### src/rtl/btn_evt_pkg.sv
// Shared types and the round-robin search used by the button event scheduler.
package btn_evt_pkg;

    localparam int MAX_CH   = 16;
    localparam int MAX_CH_W = 4;

    typedef struct packed {
        logic [MAX_CH_W-1:0] ch;
        logic                rise;
    } evt_t;

    typedef struct packed {
        logic                found;
        logic [MAX_CH_W-1:0] idx;
    } grant_t;

    // First set request after 'last', wrapping modulo n. The loop runs from the
    // far end down so the nearest candidate overwrites any farther one.
    function automatic grant_t rr_pick(input logic [MAX_CH-1:0]   req,
                                       input logic [MAX_CH_W-1:0] last,
                                       input int                  n);
        grant_t g;
        int     idx;
        g = '0;
        for (int i = MAX_CH; i >= 1; i--) begin
            if (i <= n) begin
                idx = (int'(last) + i) % n;
                if (req[idx[MAX_CH_W-1:0]]) begin
                    g.found = 1'b1;
                    g.idx   = idx[MAX_CH_W-1:0];
                end
            end
        end
        return g;
    endfunction

endpackage

### src/rtl/debounce_lane.sv
// One button channel: 2-flop synchronizer, tick-driven stability counter and
// debounced level; flags the tick on which a new level is accepted.
module debounce_lane #(
    parameter int STABLE_TICKS = 16,
    parameter int TCNT_W       = (STABLE_TICKS > 1) ? $clog2(STABLE_TICKS) : 1
) (
    input  logic clk,
    input  logic rst,
    input  logic tick_i,
    input  logic in_i,
    output logic level_o,
    output logic acc_o,
    output logic acc_val_o
);

    logic              meta_q, sync_q, level_q;
    logic [TCNT_W-1:0] cnt_q;
    logic              disagree, at_max;

    assign disagree  = (sync_q != level_q);
    assign at_max    = (cnt_q == TCNT_W'(STABLE_TICKS - 1));
    assign acc_o     = tick_i && disagree && at_max;
    assign acc_val_o = sync_q;
    assign level_o   = level_q;

    always_ff @(posedge clk or posedge rst) begin
        if (rst) begin
            meta_q  <= 1'b0;
            sync_q  <= 1'b0;
            level_q <= 1'b0;
            cnt_q   <= '0;
        end else begin
            meta_q <= in_i;
            sync_q <= meta_q;
            if (tick_i) begin
                // Any agreeing sample restarts the run, which is what rejects glitches.
                if (!disagree) begin
                    cnt_q <= '0;
                end else if (at_max) begin
                    level_q <= sync_q;
                    cnt_q   <= '0;
                end else begin
                    cnt_q <= cnt_q + TCNT_W'(1);
                end
            end
        end
    end

endmodule

### src/rtl/btn_event_scheduler.sv
// Debounces N_CH buttons on a shared tick and serializes their edges into a
// single press/release event stream through a round-robin valid/ready port.
module btn_event_scheduler
    import btn_evt_pkg::*;
#(
    parameter int N_CH         = 4,
    parameter int PRESCALE     = 1000,
    parameter int STABLE_TICKS = 16,
    parameter int CH_W         = (N_CH > 1) ? $clog2(N_CH) : 1,
    parameter int TCNT_W       = (STABLE_TICKS > 1) ? $clog2(STABLE_TICKS) : 1
) (
    input  logic            clk,
    input  logic            rst,
    input  logic [N_CH-1:0] in_i,
    output logic [N_CH-1:0] level_o,
    output logic            evt_valid_o,
    input  logic            evt_ready_i,
    output logic [CH_W-1:0] evt_ch_o,
    output logic            evt_rise_o,
    output logic [N_CH-1:0] overrun_o,
    input  logic [N_CH-1:0] clr_overrun_i
);

    localparam int PS_W = $clog2(PRESCALE);

    logic [PS_W-1:0] ps_q;
    logic            tick;

    assign tick = (ps_q == PS_W'(PRESCALE - 1));

    always_ff @(posedge clk or posedge rst) begin
        if (rst) ps_q <= '0;
        else     ps_q <= tick ? '0 : ps_q + PS_W'(1);
    end

    logic [N_CH-1:0] acc, acc_val;

    for (genvar g = 0; g < N_CH; g++) begin : g_lane
        debounce_lane #(
            .STABLE_TICKS(STABLE_TICKS),
            .TCNT_W      (TCNT_W)
        ) u_lane (
            .clk      (clk),
            .rst      (rst),
            .tick_i   (tick),
            .in_i     (in_i[g]),
            .level_o  (level_o[g]),
            .acc_o    (acc[g]),
            .acc_val_o(acc_val[g])
        );
    end

    logic [N_CH-1:0] pend_q, pend_d, pend_dir_q, pend_dir_d, ovr_q, ovr_d;
    logic [CH_W-1:0] last_q, gnt_ch;
    logic [N_CH-1:0] gnt_oh;
    logic            evt_valid_q, load, fire;
    evt_t            evt_q;
    grant_t          gnt;

    assign gnt    = rr_pick(MAX_CH'(pend_q), MAX_CH_W'(last_q), N_CH);
    assign gnt_ch = gnt.idx[CH_W-1:0];
    assign load   = !evt_valid_q || evt_ready_i;
    assign fire   = load && gnt.found;
    assign gnt_oh = fire ? (N_CH'(1) << gnt_ch) : '0;

    // A new edge always lands in pend; it only counts as overrun when the old
    // edge is not leaving through the arbiter in the same cycle.
    always_comb begin
        pend_d     = (pend_q & ~gnt_oh) | acc;
        pend_dir_d = (pend_dir_q & ~acc) | (acc_val & acc);
        ovr_d      = (ovr_q & ~clr_overrun_i) | (acc & pend_q & ~gnt_oh);
    end

    always_ff @(posedge clk or posedge rst) begin
        if (rst) begin
            pend_q     <= '0;
            pend_dir_q <= '0;
            ovr_q      <= '0;
        end else begin
            pend_q     <= pend_d;
            pend_dir_q <= pend_dir_d;
            ovr_q      <= ovr_d;
        end
    end

    always_ff @(posedge clk or posedge rst) begin
        if (rst) begin
            evt_valid_q <= 1'b0;
            evt_q       <= '0;
            last_q      <= CH_W'(N_CH - 1);
        end else if (load) begin
            evt_valid_q <= gnt.found;
            if (gnt.found) begin
                evt_q.ch   <= gnt.idx;
                evt_q.rise <= pend_dir_q[gnt_ch];
                last_q     <= gnt_ch;
            end
        end
    end

    logic unused_bits;
    assign unused_bits = ^{gnt.idx, evt_q.ch};

    assign evt_valid_o = evt_valid_q;
    assign evt_ch_o    = evt_q.ch[CH_W-1:0];
    assign evt_rise_o  = evt_q.rise;
    assign overrun_o   = ovr_q;

endmodule

### config.mk
export PLATFORM = sky130hd
export DESIGN_NAME = btn_event_scheduler
export DESIGN_NICKNAME = d
export VERILOG_FILES = /design/src/rtl/btn_evt_pkg.sv /design/src/rtl/debounce_lane.sv /design/src/rtl/btn_event_scheduler.sv
export SDC_FILE = /design/constraint.sdc
export NUM_CORES = 1
export LEC_CHECK = 0
export BUFFER_PORTS_ARGS = -buffer_cell sky130_fd_sc_hd__buf_4
export CAP_MARGIN = 10
export CORE_ASPECT_RATIO = 0.7
export CORE_UTILIZATION = 27
export DETAILED_ROUTE_END_ITERATION = 10
export PLACE_DENSITY = 0.49
export SETUP_SLACK_MARGIN = 0.15
export SLEW_MARGIN = 30
export SYNTH_ARGS = -nofsm -noshare
export SYNTH_HDL_FRONTEND = slang
export SYNTH_SLANG_ARGS = --single-unit
### constraint.sdc
create_clock -name clk -period 2.15 [get_ports clk]
set_input_delay 0.215 -clock clk [delete_from_list [all_inputs] [get_ports clk]]
set_output_delay 0.215 -clock clk [all_outputs]
set_load 0.01 [all_outputs]
Word level (Yosys, flattened, before mapping)
Index checks and enable logic that the tools add are counted.
Storage, ports and cells
  register bits: 56
  bits in latches: 0
  bits in writable memories: 0
  ROM bits: 0
  bits of input ports: 11
  output and inout port bits: 12
  word-level logic and storage cells: 108
  memories kept: 0
Cells by class
  add/sub/neg operators: 9
  multiply operators: 0
  divide/modulo/power cells: 0
  $lt $le $gt $ge: 5
  equality and inequality tests: 9
  shifts and indexed selects: 1
  muxes and demuxes: 24
  bitwise logic cells: 16
  reductions and logical operators: 20
Operators with widths (number)
  $mux W4: 9
  $and A4 B4 Y4: 6
  $lt A4 B5 Y1 const B: 4
  $mux W5: 4
  $add A4 B1 Y4 const B: 4
  $eq A4 B4 Y1 const B: 4
  $bmux W1 S3: 4
  $not A4 Y4: 3
  $or A4 B4 Y4: 3
  $reduce_and A3 Y1: 4
  $add A10 B1 Y10 const B: 1
  $eq A10 B10 Y1 const B: 1
  $mux W10: 1
  $logic_and A1 B1 Y1: 9
  $reduce_or A2 Y1: 4
  $mux W1: 5
  $add A2 B1 Y2 const B: 2
  $add A2 B2 Y2 const B: 2
  $and A1 B1 Y1 const A: 4
  $ne A1 B1 Y1: 4
  $shl A1 B2 Y4 const A: 1
  $lt A2 B3 Y1 const B: 1
  $bmux W1 S2: 1
  $reduce_and A2 Y1: 1
  2 further kinds: 2

Depth between registers and ports, before layout
  word-level depth: 14
  mapped depth: 7
  gate-level depth less buffers: 6

By module
From an unflattened synthesis, not the netlist that was laid out.
Unflattened totals
  cell total of the unflattened synthesis: 243
  area, all modules: 2610.0 um^2
Modules (own cells, without submodules)
  btn_event_scheduler: times used 1, cells an instance 123, area each 1308.8 um^2, seq. area each 703.2 um^2
  debounce_lane: times used 4, cells an instance 30, area each 325.3 um^2, seq. area each 175.2 um^2

Least setup slack after synthesis
No wires, ideal clock.
  path type: flip-flop to flip-flop
  start point: reg ps_q[0]
  end point: reg (tool-made name)
  setup time: 0.125 ns
  arrival time: 1.892 ns
  required time: 2.025 ns
  setup slack: 0.133 ns
  cell stages (with the launch flop): 8
  buffers on the path: 1
  clock period less this slack: 2.017 ns
  cell sequence: dfrtp_1 > ha_1 > nand4_2 > or4_4 > buf_6 > nor2_8 > nand2_4 > mux2_4
RTL lines
  from (decl): line btn_event_scheduler.sv:26  | logic [PS_W-1:0] ps_q;
  from (signal assigned): line btn_event_scheduler.sv:33  | else ps_q <= tick ? '0 : ps_q + PS_W'(1);

==> summary.txt <==
Synthesis
  • Cell taking the most area after synthesis: dfrtp_1
  • Post-synth top flop: dfrtp_1
  • Syn Nets: 250
  • Yosys cell types: 46
  • Post-synth EDFFs: 0
  • Average size of a mapped cell: 10.80 sq um
  • Synth warn: 0
  • Top-count cell post-synth: dfrtp_1
  • Netlist Area Pre-Place: 2527 sq um
  • Seq/Total Area, Yosys: 55.54%
  • Share of the synthesized area in the top cell type: 53.47%
  • Seq cells post-synth: 56
  • Post-synthesis cell count: 234
  • Most frequent cells after synthesis: dfrtp_1, nand2_1, nor2_1
  • Ys async rst share: 100.0%
  • Synth top area cells: dfrtp_1, nand2_1, mux2_1

Power
  • Leakage: 1.460 nW
  • VDD IR-drop max: approximately 320 uV
  • Total power: 0.002539 W
  • Power Density: 818.2 nW/um^2

Floorplan
  • Vert. Die Dim: about 83 um
  • Die width: 117.6 um
  • Site Rows: 29
  • Die area: 9758 sq um
  • IO Count: 23
  • Initial core utilization: 27.86%
  • Core area: 9071 sq um

Timing
  • Max Slew Vio Count: 0
  • Fin. Hold Viols: 0
  • Final setup viols: 0
  • Setup_tns: 0 ps
  • RSZ-0062 raised after global routing: no
  • Slew Limit Headroom: 55.03%
  • F_max: 539.1 MHz
  • Final hold slack: 26.29 ps
  • Crit path time final: about 1900 ps
  • Tcrit/Tclk final: between 80% and 90%
  • Worst-Margin Slew: 666.1 ps
  • Clock skew: 5.790 ps

Worst hold path
  • Hold Crit Class: in -> reg
  • Hold path cells: 1

Placed design
  • GP Congestion: 0.7772
  • Port buffer count: 22
  • DP Area: just under 3000 sq um
  • Dpl cells: ~380
  • Dpl hpwl: 3.500 mm

Final layout
  • Post-Layout Cell Count: about 400
  • Final antenna diode count: 0
  • Share of layout cells above drive strength 1: between 20% and 30%
  • Total Nets Final: ~290
  • Layout area overhead: 22.77%
  • Finished Cell Area: 3103 sq um

Clock tree
  • CTS Buffer Depth: 2
  • Clk pin slew, worst setup/hold paths: 70 ps
  • Num CTS Buffers: 5
  • Root Buffer: clkbuf_16
  • H-Tree Depth: 2
  • CTS tree: built
  • Clock sink count: 56
  • Worst-Skew Late Latency: 290 ps

Critical path
  • CP max FO: 7
  • R2r setup slk: 300 ps
  • Required arrival time at the worst endpoint: 2330 ps
  • CP endpoint kind: flip-flop
  • Setup crit start kind: flip-flop
  • Register-to-Register Path Depth: 7
  • CP Data Arrival Time: 2030 ps
  • Setup CP Type: reg -> reg

Route
  • Drt pass-1 iters: 4
  • Wirelength per Cell: 12.50 um
  • Vias per std cell: about 4.6
  • Starting DRC count in detailed routing: 110
  • Detailed-route via count: about 1800
  • Antenna Nets Post-Route: 0
  • Post-route DRC: 0
  • Final WL: about 4.9 mm

GRT
  • Largest net degree at the start of global routing: 35
  • Gr usage total: between 10% and 20%
  • Vias in the first global route: ~1700
  • First-pass GRT wire length: 8.514 mm
  • Antenna violations before repair: 0
  • Gr ovfl total: 0

Run
  • Max Cap Viol: 0

Run status
  • Outcome: complete, no violations
## worst max-delay path: stages, from the launching register on
cell,delay (ps)
dfrtp_1,410
ha_4,190
nand4_4,110
nor4_4,320
buf_12,150
buf_4,130
nand3_1,100
mux2_1,320
## cells in the final DEF (no fill, tap or decap), types with 3 or more instances in the layout
cell,netlist,layout
a21o_1,3,3
a21oi_1,4,4
and3_1,3,3
buf_4,4,33
clkbuf_16,0,5
dfrtp_1,54,54
ha_1,5,4
inv_1,7,6
mux2_1,6,6
nand2_1,31,31
nand2b_1,4,4
nand3_1,13,12
nor2_1,17,17
nor2b_1,3,3
o21ai_0,10,10
o21ai_1,13,13
o22ai_1,5,5
o31ai_1,6,6
or3_1,3,3
xnor2_1,5,5
xor2_1,6,6
## power breakdown
group          total (W)  internal [W]  switching (W)
logic           0.000510      0.000219       0.000291
registers        0.00121       0.00114      0.0000700
clock network   0.000819      0.000466       0.000354
## per-layer routing
layer  vias to the layer above  GRT usage (%)  part of all wire, %  wire, um
met2                        33          14.28                   39      1938
met5                         -              0                    0         0
met4                         0          4.196                  1.5        75
li1                        899              -                    -         -
met3                         8          3.365                  4.2       209
met1                       864          16.73                   55      2713
## kinds of logic after synthesis
family | synth area share [%]
AO/OA/AOI/OAI | 12.38
XOR/XNOR | 3.812
adder cells (fa/ha/maj) | 2.475
buffers and inverters | 3.020
flip-flops | 55.54
multiplexers | 4.554
AND/OR/NAND/NOR | 18.22
## path summary, 6_finish.rpt
check                                                       end                         startpoint
min                           g_lane[3].u_lane.meta_q$_DFF_PP0_                            in_i[3]
max in group asynchronous                 last_q[0]$_DFFE_PP1P_                                rst
min in group asynchronous                             async pin                                rst
max reg2reg                                           flip-flop                  ps_q[0]$_DFF_PP0_
min reg2reg                g_lane[3].u_lane.acc_val_o$_DFF_PP0_  g_lane[3].u_lane.meta_q$_DFF_PP0_
max                                                   flip-flop                  ps_q[0]$_DFF_PP0_
## sequential cells by signal (all words and copies together) (netlist names), named ones only
| signal | cells |
|---|---|
| pend_q | 4 |
| evt_valid_o | 1 |
| g_lane.u_lane.meta_q | 4 |
| ps_q | 10 |
| last_q | 2 |
| overrun_o | 4 |
| g_lane.u_lane.cnt_q | 16 |
| g_lane.u_lane.acc_val_o | 4 |
| evt_ch_o | 2 |
| g_lane.u_lane.level_o | 4 |
| evt_rise_o | 1 |
## per-stage QoR
stage / setup WS [ps] / utilization [%]
final: 295.0 / 34.21
after global routing: 151.5 / 34.21
after CTS: 142.4 / 33.78
after detailed placement: 116.6 / 32.06
after global placement: 149.2 / 32.06
after floorplan: 155.2 / -
## timing repair
| action | in CTS | in global routing |
|---|---|---|
| gates resized for setup | 0 | 3 |
| setup buffers | 0 | 2 |
| hold buffers | 1 | 0 |
| hold endpoints to repair | 22 | 0 |
| pin swaps | 2 | 2 |
| setup endpoints to repair | 4 | 10 |
## area by class of cell
cell class | instances | area [sq um]
fill | 937 | 5968
sequential | 56 | 1404
multi-input combinational | 164 | 1074
timing repair buffer | 36 | 297.8
tap | 124 | 155.1
clock buffer | 8 | 146.4
inverter | 7 | 26.28
Power figures use the tool's default switching activity.
